## config.mk

```make
export PLATFORM = sky130hd
export DESIGN_NAME = wb_port_arbiter
export DESIGN_NICKNAME = d
export VERILOG_FILES = /design/src/rtl/wb_port_arbiter.sv
export SDC_FILE = /design/constraint.sdc
export NUM_CORES = 1
export LEC_CHECK = 0
export ABC_CLOCK_PERIOD_IN_PS = 5200
export CELL_PAD_IN_SITES_DETAIL_PLACEMENT = 0
export CELL_PAD_IN_SITES_GLOBAL_PLACEMENT = 2
export CORE_UTILIZATION = 17
export DETAILED_ROUTE_END_ITERATION = 6
export GPL_ROUTABILITY_DRIVEN = 0
export PLACE_DENSITY = 0.81
export SLEW_MARGIN = 20
export SYNTH_ARGS = -nofsm -noshare
export SYNTH_HDL_FRONTEND = slang
export SYNTH_SLANG_ARGS = --single-unit
```

## constraint.sdc

```tcl
create_clock -name CLK -period 5.2 [get_ports CLK]
set_input_delay 1.3 -clock CLK [delete_from_list [all_inputs] [get_ports CLK]]
set_output_delay 1.3 -clock CLK [all_outputs]
set_load 0.005 [all_outputs]
```

## src/rtl/wb_port_arbiter.sv

```systemverilog
// ---------------------------------------------------------------------------
// wb_port_arbiter
//
// Shares the single scalar register-file write port among NUM_REQ functional
// unit writeback requesters (ALU, branch, LSU, MLS, GEMM-status). A
// round-robin pointer picks the winner. The winner is captured into a
// one-entry output stage that drives the scoreboard writeback path.
//
// Behaviour summary:
//   - Back-pressure: while the scoreboard holds off (wb_ready=0), the output
//     stage holds its entry and no requester is granted.
//   - Branch-miss flush: squashes a held entry whose source FU is in
//     flush_mask. It also makes masked requesters ineligible in that cycle.
//   - x0 writes are consumed without producing a write.
//
// Ports:
//   CLK, RST    clock, synchronous active-high reset
//   req_valid   per-FU writeback request
//   req_rd      per-FU destination register, FU i at [i*REG_W +: REG_W]
//   req_data    per-FU write data, FU i at [i*DATA_W +: DATA_W]
//   req_ready   per-FU grant, combinational, one-hot or zero
//   flush       single-cycle branch-miss squash
//   flush_mask  FUs whose results are squashed while flush=1
//   wb_valid    write request to scoreboard/regfile
//   wb_ready    scoreboard accepts the write this cycle
//   wb_rd       destination register of the current write
//   wb_data     data of the current write
//   wb_fu       one-hot source FU of the current write
// ---------------------------------------------------------------------------
module wb_port_arbiter #(
   parameter int NUM_REQ = 5,
   parameter int REG_W   = 5,
   parameter int DATA_W  = 32
) (
   input  logic                      CLK,
   input  logic                      RST,
   input  logic [NUM_REQ-1:0]        req_valid,
   input  logic [NUM_REQ*REG_W-1:0]  req_rd,
   input  logic [NUM_REQ*DATA_W-1:0] req_data,
   output logic [NUM_REQ-1:0]        req_ready,
   input  logic                      flush,
   input  logic [NUM_REQ-1:0]        flush_mask,
   output logic                      wb_valid,
   input  logic                      wb_ready,
   output logic [REG_W-1:0]          wb_rd,
   output logic [DATA_W-1:0]         wb_data,
   output logic [NUM_REQ-1:0]        wb_fu
);

   localparam int PTR_W = (NUM_REQ > 1) ? $clog2(NUM_REQ) : 1;
   localparam logic [PTR_W-1:0] LAST_IDX = PTR_W'(NUM_REQ - 1);

   // Index reached by stepping ofs places past base, wrapping modulo NUM_REQ.
   // ofs is always below NUM_REQ, so a single conditional subtract suffices.
   function automatic logic [PTR_W-1:0] rr_index(input logic [PTR_W-1:0] base,
                                                 input int unsigned      ofs);
      int unsigned sum;
      sum = int'(base) + ofs;
      if (sum >= unsigned'(NUM_REQ)) begin
         sum = sum - unsigned'(NUM_REQ);
      end else begin
         sum = sum;
      end
      return sum[PTR_W-1:0];
   endfunction

   // One-hot FU vector for an index.
   function automatic logic [NUM_REQ-1:0] fu_onehot(input logic [PTR_W-1:0] idx);
      logic [NUM_REQ-1:0] v;
      v = {NUM_REQ{1'b0}};
      for (int i = 0; i < NUM_REQ; i++) begin
         v[i] = (PTR_W'(i) == idx);
      end
      return v;
   endfunction

   // Output stage and round-robin pointer
   logic                 out_valid_r;
   logic [REG_W-1:0]     out_rd_r;
   logic [DATA_W-1:0]    out_data_r;
   logic [NUM_REQ-1:0]   out_fu_r;
   logic [PTR_W-1:0]     ptr_r;

   // Combinational arbitration terms
   logic                 held_squash_s;
   logic                 load_en_s;
   logic [NUM_REQ-1:0]   elig_s;
   logic                 grant_found_s;
   logic [PTR_W-1:0]     grant_idx_s;
   logic                 grant_s;
   logic [REG_W-1:0]     sel_rd_s;
   logic [DATA_W-1:0]    sel_data_s;
   logic                 sel_rd_nonzero_s;
   logic [PTR_W-1:0]     ptr_next_s;

   // Flush on a held entry from a masked FU kills the write and frees the stage
   always_comb begin
      held_squash_s = flush & (|(flush_mask & out_fu_r));
      wb_valid      = out_valid_r & ~held_squash_s;
      load_en_s     = ~out_valid_r | (wb_valid & wb_ready) | held_squash_s;
      elig_s        = req_valid & ~({NUM_REQ{flush}} & flush_mask);
   end

   // Round-robin pick. The scan runs from the far end of the rotation back to
   // ptr, so the last match kept is the first eligible index at or after ptr.
   always_comb begin
      grant_found_s = 1'b0;
      grant_idx_s   = {PTR_W{1'b0}};
      for (int k = NUM_REQ - 1; k >= 0; k--) begin
         grant_idx_s   = elig_s[rr_index(ptr_r, unsigned'(k))] ?
                         rr_index(ptr_r, unsigned'(k)) : grant_idx_s;
         grant_found_s = grant_found_s | elig_s[rr_index(ptr_r, unsigned'(k))];
      end
   end

   // Grant qualification. Nothing is accepted while reset is asserted, so
   // no requester loses a result that the reset would discard.
   always_comb begin
      grant_s = ~RST & load_en_s & grant_found_s;
      if (grant_s) begin
         req_ready = fu_onehot(grant_idx_s);
      end else begin
         req_ready = {NUM_REQ{1'b0}};
      end
   end

   // Select the winning FU's destination register and data
   always_comb begin
      sel_rd_s   = {REG_W{1'b0}};
      sel_data_s = {DATA_W{1'b0}};
      for (int i = 0; i < NUM_REQ; i++) begin
         sel_rd_s   = (PTR_W'(i) == grant_idx_s) ? req_rd[i*REG_W +: REG_W]    : sel_rd_s;
         sel_data_s = (PTR_W'(i) == grant_idx_s) ? req_data[i*DATA_W +: DATA_W] : sel_data_s;
      end
      sel_rd_nonzero_s = |sel_rd_s;
   end

   // Pointer moves to the slot just past the winner, wrapping at the last FU
   always_comb begin
      if (grant_idx_s == LAST_IDX) begin
         ptr_next_s = {PTR_W{1'b0}};
      end else begin
         ptr_next_s = grant_idx_s + PTR_W'(1'b1);
      end
   end

   // Output stage and pointer update. An x0 winner is consumed and leaves the
   // stage empty. With nothing eligible, the stage empties and ptr holds.
   always_ff @(posedge CLK) begin
      if (RST) begin
         out_valid_r <= 1'b0;
         out_rd_r    <= {REG_W{1'b0}};
         out_data_r  <= {DATA_W{1'b0}};
         out_fu_r    <= {NUM_REQ{1'b0}};
         ptr_r       <= {PTR_W{1'b0}};
      end else if (load_en_s) begin
         if (grant_s && sel_rd_nonzero_s) begin
            out_valid_r <= 1'b1;
            out_rd_r    <= sel_rd_s;
            out_data_r  <= sel_data_s;
            out_fu_r    <= fu_onehot(grant_idx_s);
         end else begin
            out_valid_r <= 1'b0;
            out_rd_r    <= {REG_W{1'b0}};
            out_data_r  <= {DATA_W{1'b0}};
            out_fu_r    <= {NUM_REQ{1'b0}};
         end
         if (grant_s) begin
            ptr_r <= ptr_next_s;
         end else begin
            ptr_r <= ptr_r;
         end
      end else begin
         out_valid_r <= out_valid_r;
         out_rd_r    <= out_rd_r;
         out_data_r  <= out_data_r;
         out_fu_r    <= out_fu_r;
         ptr_r       <= ptr_r;
      end
   end

   // Write-port payload comes straight from the output registers
   always_comb begin
      wb_rd   = out_rd_r;
      wb_data = out_data_r;
      wb_fu   = out_fu_r;
   end

endmodule

```

==> impl_summary.log, run 1 <==
INFO  metric post_route_cells_drive_above_1_share = 22.7%
INFO  metric layout.area.seq = 922 um^2
INFO  metric cts.sink_count = 46
INFO  metric cap_violations = 0
INFO  metric hold_path.class = flop to flop
INFO  metric switching_fraction_of_total_power = 48.0%
INFO  metric report.final.hold_viol_count = 0
INFO  metric drv_slew = 0
INFO  metric async_flop_share = 0%
INFO  metric grt_first_pass_wirelength = 31.6 mm
INFO  metric setup_repair_after_global_routing_missed_its_margin = yes
INFO  metric largest_net_degree_at_the_start_of_global_routing = 41
INFO  metric n_fill_cell = 2449
INFO  metric synth-main-ff-cell = sky130_fd_sc_hd__dfxtp_1
INFO  metric clk_pin_slew_worst_paths = 70 ps
INFO  metric fin_total_pwr = 0.00765 W
INFO  metric synth.avg_cell_area = 7.60 um^2
INFO  metric routed_via_density = 4.59
INFO  metric clock-skew-final = 8.53 ps
INFO  metric p_seq_share = 6.9%
INFO  metric multiInputGateArea = 3040 um^2
INFO  metric cts_tree = built
INFO  metric power_density = 966 nW/um^2
INFO  metric headroom_to_the_max_slew_limit = 64.4%
INFO  metric areaGrowthSynthToFinish = 98.2%
INFO  metric wirelength_met1 = 8.64 mm
INFO  metric worstPathArrival = 3870 ps
INFO  metric route.final.wire_length = 21.2 mm
INFO  metric design.die.area = 24100 um^2
INFO  metric cp_max_fo = 3
INFO  metric initial_antenna_violation_count = 1
INFO  metric finished_layout_cells = 1161
INFO  metric clock_latency = 300 ps
INFO  metric netSwitchingPower = 0.00367 W
INFO  metric setup.worst_path.end_class = output pin
INFO  metric start_util = 17.5%
INFO  metric top_layer_used = met4
INFO  metric regToRegSetupSlack = 170 ps
INFO  metric drt.antenna.violating_nets = 0
INFO  metric r2r-end = wb_data[2]$_SDFFE_PP0N_
INFO  metric worstReg2RegStart = ptr_r[0]$_SDFFE_PP0P_
INFO  metric number_of_synthesized_register_bits = 46
INFO  metric layout_setup_ws = 27.5 ps
INFO  metric ctsLongestPathBuffers = 2
INFO  metric num_io_pins = 247
INFO  metric timing.setup.critical_path_class = input port to output pin
INFO  metric worst_pin_slew = 534 ps
INFO  metric period_minus_slack = 5170 ps
INFO  metric cts.root.buffer_cell = sky130_fd_sc_hd__clkbuf_16
INFO  metric io_buffer_count = 246
INFO  metric groute.usage.overall = 17.3%
INFO  metric die_height = 155 um
INFO  metric vdd.ir_drop.worst = 521 uV
INFO  metric htree_num_levels = 2
INFO  metric drt_pass1_iterations = 4
INFO  metric clock_buffer_count_from_cts = 5
INFO  metric ff2ff_path_depth = 26
INFO  metric hold-worst-slack = 442 ps
INFO  metric synth_edf_count = 0
INFO  metric grt_overflow = 0
INFO  metric hpwl = 16.5 mm
INFO  metric pre_cts_ws = -946 ps
INFO  metric vias_in_the_first_global_route = 5540
INFO  metric startpoint_type = input port
INFO  metric wl_met2 = 10.9 mm
INFO  metric endpoint_of_the_worst_hold_timing_path = wb_data[31]$_SDFFE_PP0N_
INFO  metric synth-warning-count = 0
INFO  metric worst_hold_path.num_cells = 2
INFO  metric post_synth_inst_count = 526
INFO  metric placed_cells_incl_taps = 1133
INFO  metric max_freq = 193 MHz
INFO  metric nNetsFinal = 1060
INFO  metric status = completed
INFO  metric placementRows = 55
INFO  metric clock_group_share_of_total_power = 5.0%
INFO  metric coreArea = 22800 um^2
INFO  metric synthesis.nets = 740
INFO  metric layout_worst_path_cycle_share = 99.5%
INFO  metric synth.distinct_cells = 64
INFO  metric initialDrtViolationCount = 230
INFO  metric dr_wl_met3 = 1.30 mm
INFO  metric timing.hold.worst.start = wb_data[31]$_SDFFE_PP0N_
INFO  metric via_count_of_the_routed_design = 5327
INFO  metric route.detailed.wl_per_inst = 18.2 um
INFO  metric setup_violations = 0
INFO  metric synth.cell_area = 4000 um^2
INFO  metric combinational_cell_fraction_of_total_power = 88.0%
INFO  metric post-route-drc-count = 0
INFO  metric synth-seq-area-share = 23.0%
INFO  metric required_time_reported_for_the_critical_path_endpoint = 3900 ps
INFO  metric leakage = 3.04 nW
INFO  metric cellInternalPower = 0.00398 W
INFO  metric chipWidth = 155 um
placed cells by master (no fill, tap or decap), types with 11 or more instances in the layout:
cell type,synthesis,final
sky130_fd_sc_hd__a21oi_1,13,11
sky130_fd_sc_hd__a221o_1,23,23
sky130_fd_sc_hd__a221oi_1,32,32
sky130_fd_sc_hd__buf_4,0,102
sky130_fd_sc_hd__clkdlybuf4s50_1,0,230
sky130_fd_sc_hd__dfxtp_1,46,45
sky130_fd_sc_hd__nand2_1,77,74
sky130_fd_sc_hd__nand3_1,19,18
sky130_fd_sc_hd__nor2_1,56,53
sky130_fd_sc_hd__o21ai_0,46,35
sky130_fd_sc_hd__o21ai_1,11,21
sky130_fd_sc_hd__o21ai_2,12,12
sky130_fd_sc_hd__o311a_1,13,13
synthesized netlist by cell type (12+ instances only):
master	n	area share (%)
sky130_fd_sc_hd__o311a_1	13	3.3
sky130_fd_sc_hd__nand2_1	77	7.2
sky130_fd_sc_hd__inv_1	13	1.2
sky130_fd_sc_hd__a221o_1	23	5.8
sky130_fd_sc_hd__a221oi_1	32	7.0
sky130_fd_sc_hd__ha_1	14	4.4
sky130_fd_sc_hd__a21oi_1	13	1.6
sky130_fd_sc_hd__nor2_1	56	5.3
sky130_fd_sc_hd__nand3_1	19	2.4
sky130_fd_sc_hd__dfxtp_1	46	23
sky130_fd_sc_hd__o21ai_0	46	5.8
sky130_fd_sc_hd__clkbuf_1	26	2.4
sky130_fd_sc_hd__o21ai_2	12	2.6
final cells by class:
type	instances	share of cell area (%)
Clock inverter	3	0.553
Multi-Input combinational cell	423	38.4
Timing Repair Buffer	357	42.3
Antenna cell	1	0.0316
Tap cell	313	4.94
Sequential cell	46	11.6
Inverter	13	0.616
Clock buffer	5	1.58
worst max path at each step:
stage / end / start / depth (start not counted) / slack (ps)
floorplan: req_ready[2] / flush / 16 / -20
global placement: req_ready[4] / req_valid[3] / 14 / -840
detailed placement: req_ready[4] / req_valid[3] / 14 / -950
CTS: req_ready[4] / flush_mask[1] / 17 / 0.7
global route: wb_fu[1]$_SDFFE_PP0N_ / flush_mask[3] / 24 / -180
finish: req_ready[4] / flush_mask[2] / 17 / 30
critical path, stage by stage:
cell	delay (ps)
sky130_fd_sc_hd__buf_2	110
sky130_fd_sc_hd__mux2_4	270
sky130_fd_sc_hd__a221o_1	340
sky130_fd_sc_hd__a211oi_2	150
sky130_fd_sc_hd__o31a_1	200
sky130_fd_sc_hd__nor2_2	70
sky130_fd_sc_hd__nand3_2	80
sky130_fd_sc_hd__o22ai_2	80
sky130_fd_sc_hd__a31oi_1	180
sky130_fd_sc_hd__mux2i_1	100
sky130_fd_sc_hd__a21o_1	220
sky130_fd_sc_hd__inv_2	80
sky130_fd_sc_hd__ha_4	120
sky130_fd_sc_hd__nor4b_4	230
sky130_fd_sc_hd__o21ai_2	110
sky130_fd_sc_hd__nor2_1	100
sky130_fd_sc_hd__buf_2	140
state kept, by name, summed over array words and instances, names as in the netlist:
register and cells:
out_valid_r 1, wb_fu 5, ptr_r 3, wb_rd 5
wb_data 32
per-layer routing:
layer	vias up	GRT usage (%)
met1	2485	20.3
met4	0	3.73
met3	15	4.09
li1	2642	-
met5	-	0
met2	185	31.5
cells by family (layout without fill, tap and decap cells):
kind of cell	after synthesis	count (layout)	synth area share, %
compound gates	202	202	39.2
xor+xnor	3	3	0.657
fa+ha+maj	15	15	4.88
buf+inv	57	378	6.54
flops	46	46	23.0
mux	14	14	4.29
other cells	0	1	0
simple gates	189	189	21.4
power groups by stage:
stage               sequential, W  combinational [W]  clock, W
global placement         0.000535            0.00612         0
finish                   0.000530            0.00674  0.000385
floorplan                0.000547            0.00368         0
detailed placement       0.000538            0.00613         0
global route             0.000541            0.00744  0.000416
CTS                      0.000531            0.00681  0.000401
what timing repair did:
| item | CTS | global route |
|---|---|---|
| gates cloned | 2 | 0 |
| buffers inserted | 14 | 6 |
| pin swaps | 18 | 16 |
| hold buffers | 0 | 0 |
| hold endpoints to repair | 0 | 0 |
| resized for setup | 83 | 38 |
| setup endpoints to repair | 44 | 43 |
metrics by stage:
step                      area (um^2)  utilization [%]  TNS (ps)
after floorplan                  4010                -     -22.8
final                            7920             34.7         0
after global routing             7920             34.7     -4490
after global placement           7390             32.3    -26130
after detailed placement         7390             32.3    -30950
after CTS                        7850             34.4         0
Power figures use the tool's default switching activity.
==> inputs of run 2 (changes only) <==
--- a/config.mk
+++ b/config.mk
@@ -5,13 +5,14 @@
 export SDC_FILE = /design/constraint.sdc
 export NUM_CORES = 1
 export LEC_CHECK = 0
+export ABC_AREA = 1
 export ABC_CLOCK_PERIOD_IN_PS = 5200
 export CELL_PAD_IN_SITES_DETAIL_PLACEMENT = 0
 export CELL_PAD_IN_SITES_GLOBAL_PLACEMENT = 2
 export CORE_UTILIZATION = 17
 export DETAILED_ROUTE_END_ITERATION = 6
 export GPL_ROUTABILITY_DRIVEN = 0
-export PLACE_DENSITY = 0.81
+export PLACE_DENSITY = 0.82
 export SLEW_MARGIN = 20
 export SYNTH_ARGS = -nofsm -noshare
 export SYNTH_HDL_FRONTEND = slang
==> impl_summary.log, run 2 <==
INFO  metric status = completed
INFO  metric num_io_pins = 247
INFO  metric ctsLongestPathBuffers = 2
INFO  metric layout_setup_ws = 212 ps
INFO  metric report.final.hold_viol_count = 0
INFO  metric post-route-drc-count = 0
INFO  metric final_common_cell = sky130_fd_sc_hd__nand2_1
INFO  metric setup.worst_path.end_class = output pin
INFO  metric r2r-end = wb_data[24]$_SDFFE_PP0N_
INFO  metric largest_net_degree_at_the_start_of_global_routing = 61
INFO  metric vdd.ir_drop.worst = 462 uV
INFO  metric setup.worst_path.start = req_valid[1]
INFO  metric placement.cell_area = 7880 um^2
INFO  metric netlist.area_leader.share = 26.3%
INFO  metric headroom_to_the_max_slew_limit = 60.5%
INFO  metric hpwl = 17.3 mm
INFO  metric synth_edf_count = 0
INFO  metric worst_pin_slew = 592 ps
INFO  metric grt_first_pass_wirelength = 33.6 mm
INFO  metric cts_tree = built
INFO  metric drt_pass1_iterations = 5
INFO  metric drt.antenna.violating_nets = 0
INFO  metric fin_total_pwr = 0.00724 W
INFO  metric chipWidth = 169 um
INFO  metric route.final.wire_length = 22.2 mm
INFO  metric regToRegSetupSlack = 540 ps
INFO  metric post-synth-top-area-cell = sky130_fd_sc_hd__nand2_1
INFO  metric drv_slew = 0
INFO  metric synth.avg_cell_area = 5.60 um^2
INFO  metric die_height = 169 um
INFO  metric synth.cells.most_frequent = sky130_fd_sc_hd__nand2_1 (333), sky130_fd_sc_hd__nand3_1 (112), sky130_fd_sc_hd__nor2_1 (51), sky130_fd_sc_hd__dfxtp_1 (46), sky130_fd_sc_hd__inv_1 (45)
INFO  metric cap_violations = 0
INFO  metric dr_wl_met3 = 1.06 mm
INFO  metric initial_antenna_violation_count = 0
INFO  metric max_freq = 200 MHz
INFO  metric post_synth_inst_count = 849
INFO  metric htree_num_levels = 2
INFO  metric clock-skew-final = 9.13 ps
INFO  metric critPathSlowestCell = sky130_fd_sc_hd__clkdlybuf4s50_1
INFO  metric design_area = 8170 um^2
INFO  metric number_of_synthesized_register_bits = 46
INFO  metric wirelength_met1 = 9.96 mm
INFO  metric design.die.area = 28700 um^2
INFO  metric worst_setup_path_endpoint = req_ready[3]
INFO  metric start_util = 17.5%
INFO  metric startpoint_type = input port
INFO  metric ctsHoldBuffers = 0
INFO  metric wl_met2 = 10.9 mm
INFO  metric clock_latency = 300 ps
INFO  metric hold-worst-slack = 466 ps
INFO  metric post_route_cells_drive_above_1_share = 15.5%
INFO  metric synth-main-ff-cell = sky130_fd_sc_hd__dfxtp_1
INFO  metric synth.distinct_cells = 39
INFO  metric setup_violations = 0
INFO  metric synth_top_cells_by_area = sky130_fd_sc_hd__nand2_1 (26%), sky130_fd_sc_hd__dfxtp_1 (19%), sky130_fd_sc_hd__nand3_1 (12%)
INFO  metric top_layer_used = met4
INFO  metric layout_worst_path_cycle_share = 95.9%
INFO  metric synth-seq-area-share = 19.4%
INFO  metric synth_most_common_cell = sky130_fd_sc_hd__nand2_1
INFO  metric async_flop_share = 0%
INFO  metric synth-warning-count = 0
INFO  metric power_density = 887 nW/um^2
INFO  metric route.detailed.wl_per_inst = 15.0 um
INFO  metric setup_repair_after_global_routing_missed_its_margin = yes
INFO  metric timing.setup.critical_path_class = input port to output pin
INFO  metric via_count_of_the_routed_design = 6179
INFO  metric coreArea = 27200 um^2
INFO  metric worstReg2RegStart = ptr_r[1]$_SDFFE_PP0P_
INFO  metric largest_register_ff_count = 32
INFO  metric clk_pin_slew_worst_paths = 70 ps
INFO  metric cp_max_fo = 4
INFO  metric hold_path.class = flop to flop
INFO  metric synth.cell_area = 4760 um^2
INFO  metric synthesis.nets = 1063
INFO  metric grt_overflow = 0
INFO  metric cts.root.buffer_cell = sky130_fd_sc_hd__clkbuf_16
INFO  metric areaGrowthSynthToFinish = 71.7%
INFO  metric pre_cts_ws = -463 ps
INFO  metric antenna-diode-count = 0
INFO  metric critical-path-top-delay-family = buffers and inverters
INFO  metric nNetsFinal = 1323
INFO  metric required_time_reported_for_the_critical_path_endpoint = 3900 ps
INFO  metric routed_via_density = 4.17
INFO  metric leakage = 3.67 nW
INFO  metric timing.critical_path.depth = 21
INFO  metric timing.critical_path.cells = clkdlybuf4s50_1, nand2_2, buf_4, nand2_1, o211ai_1, nand2_1, nand2_2, nand2_2, inv_2, a31oi_1, o21ai_1, nand3_1, o21ai_1, o21ai_1, buf_4, inv_2, ha_2, ha_4, inv_2, nor2_2, buf_6
INFO  metric ff2ff_path_depth = 29
INFO  metric groute.usage.overall = 15.2%
INFO  metric vias_in_the_first_global_route = 5849
INFO  metric finished_layout_cells = 1482
INFO  metric io_buffer_count = 246
INFO  metric slowest_delay = 480 ps
INFO  metric clock_buffer_count_from_cts = 5
INFO  metric placed_cells_incl_taps = 1468
INFO  metric cts.sink_count = 46
INFO  metric worstPathArrival = 3690 ps
INFO  metric period_minus_slack = 4990 ps
INFO  metric critical_path_buf_inv_count = 7
INFO  metric layout.cells.most_common_list = sky130_fd_sc_hd__nand2_1 (326), sky130_fd_sc_hd__clkdlybuf4s50_1 (234), sky130_fd_sc_hd__nand3_1 (111)
INFO  metric placementRows = 60
INFO  metric initialDrtViolationCount = 312
-- run 2: metal layers --
metal / global-route usage, % / up-vias
li1: - / 3256
met1: 19.9 / 2744
met2: 26.2 / 164
met3: 2.22 / 15
met4: 3.17 / 0
met5: 0 / -
-- run 2: layout make-up --
type / count / area, um^2
clock buffers: 5 / 125
repair buffers: 307 / 2940
fillers: 3023 / 19000
multi-input cells: 694 / 3470
clock inverters: 3 / 43.8
inverters: 55 / 206
flip-flops and latches: 46 / 921
well taps: 372 / 465
-- run 2: worst min-delay path, cell delays in order, from the launching register on --
cell and delay [ps]:
sky130_fd_sc_hd__dfxtp_1 310, sky130_fd_sc_hd__nand2_1 60, sky130_fd_sc_hd__a21oi_1 50
-- run 2: what timing repair did --
item / 4_1_cts / 5_1_grt
resized for setup: 24 / 40
setup buffers: 1 / 6
pin swaps: 1 / 10
setup endpoints to repair: 5 / 45
-- run 2: how the worst min path moves through the flow --
stage	start	end	slack [ps]	cells past startpoint
floorplan	wb_data[0]$_SDFFE_PP0N_	wb_data[0]$_SDFFE_PP0N_	460	2
global placement	wb_data[6]$_SDFFE_PP0N_	wb_data[6]$_SDFFE_PP0N_	450	2
detailed placement	wb_data[30]$_SDFFE_PP0N_	wb_data[30]$_SDFFE_PP0N_	460	2
CTS	wb_data[30]$_SDFFE_PP0N_	wb_data[30]$_SDFFE_PP0N_	470	2
global route	wb_data[0]$_SDFFE_PP0N_	wb_data[0]$_SDFFE_PP0N_	490	2
finish	wb_data[30]$_SDFFE_PP0N_	wb_data[30]$_SDFFE_PP0N_	470	2
-- run 2: power by group --
part | switching, W | internal (W)
sequential | 0.0000474 | 0.000435
combinational | 0.00390 | 0.00248
clock | 0.000155 | 0.000228
total | 0.00410 | 0.00314
-- run 2: logic make-up (layout without fill, tap and decap cells) --
group | Yosys count | in the layout | synth area share, %
buffers and inverters | 109 | 370 | 9.76
adder cells (fa/ha/maj) | 15 | 15 | 4.10
flip-flops | 46 | 46 | 19.4
AO/OA/AOI/OAI | 126 | 126 | 16.1
AND/OR/NAND/NOR | 551 | 551 | 50.0
XOR/XNOR | 2 | 2 | 0.684
-- run 2: stage by stage --
step | TNS, ps | utilization, %
6_report | 0 | 30.1
5_1_grt | -24.9 | 30.1
4_1_cts | 0 | 29.6
3_5_place_dp | -11620 | 29.0
3_3_place_gp | -11060 | 29.0
2_1_floorplan | 0 | -
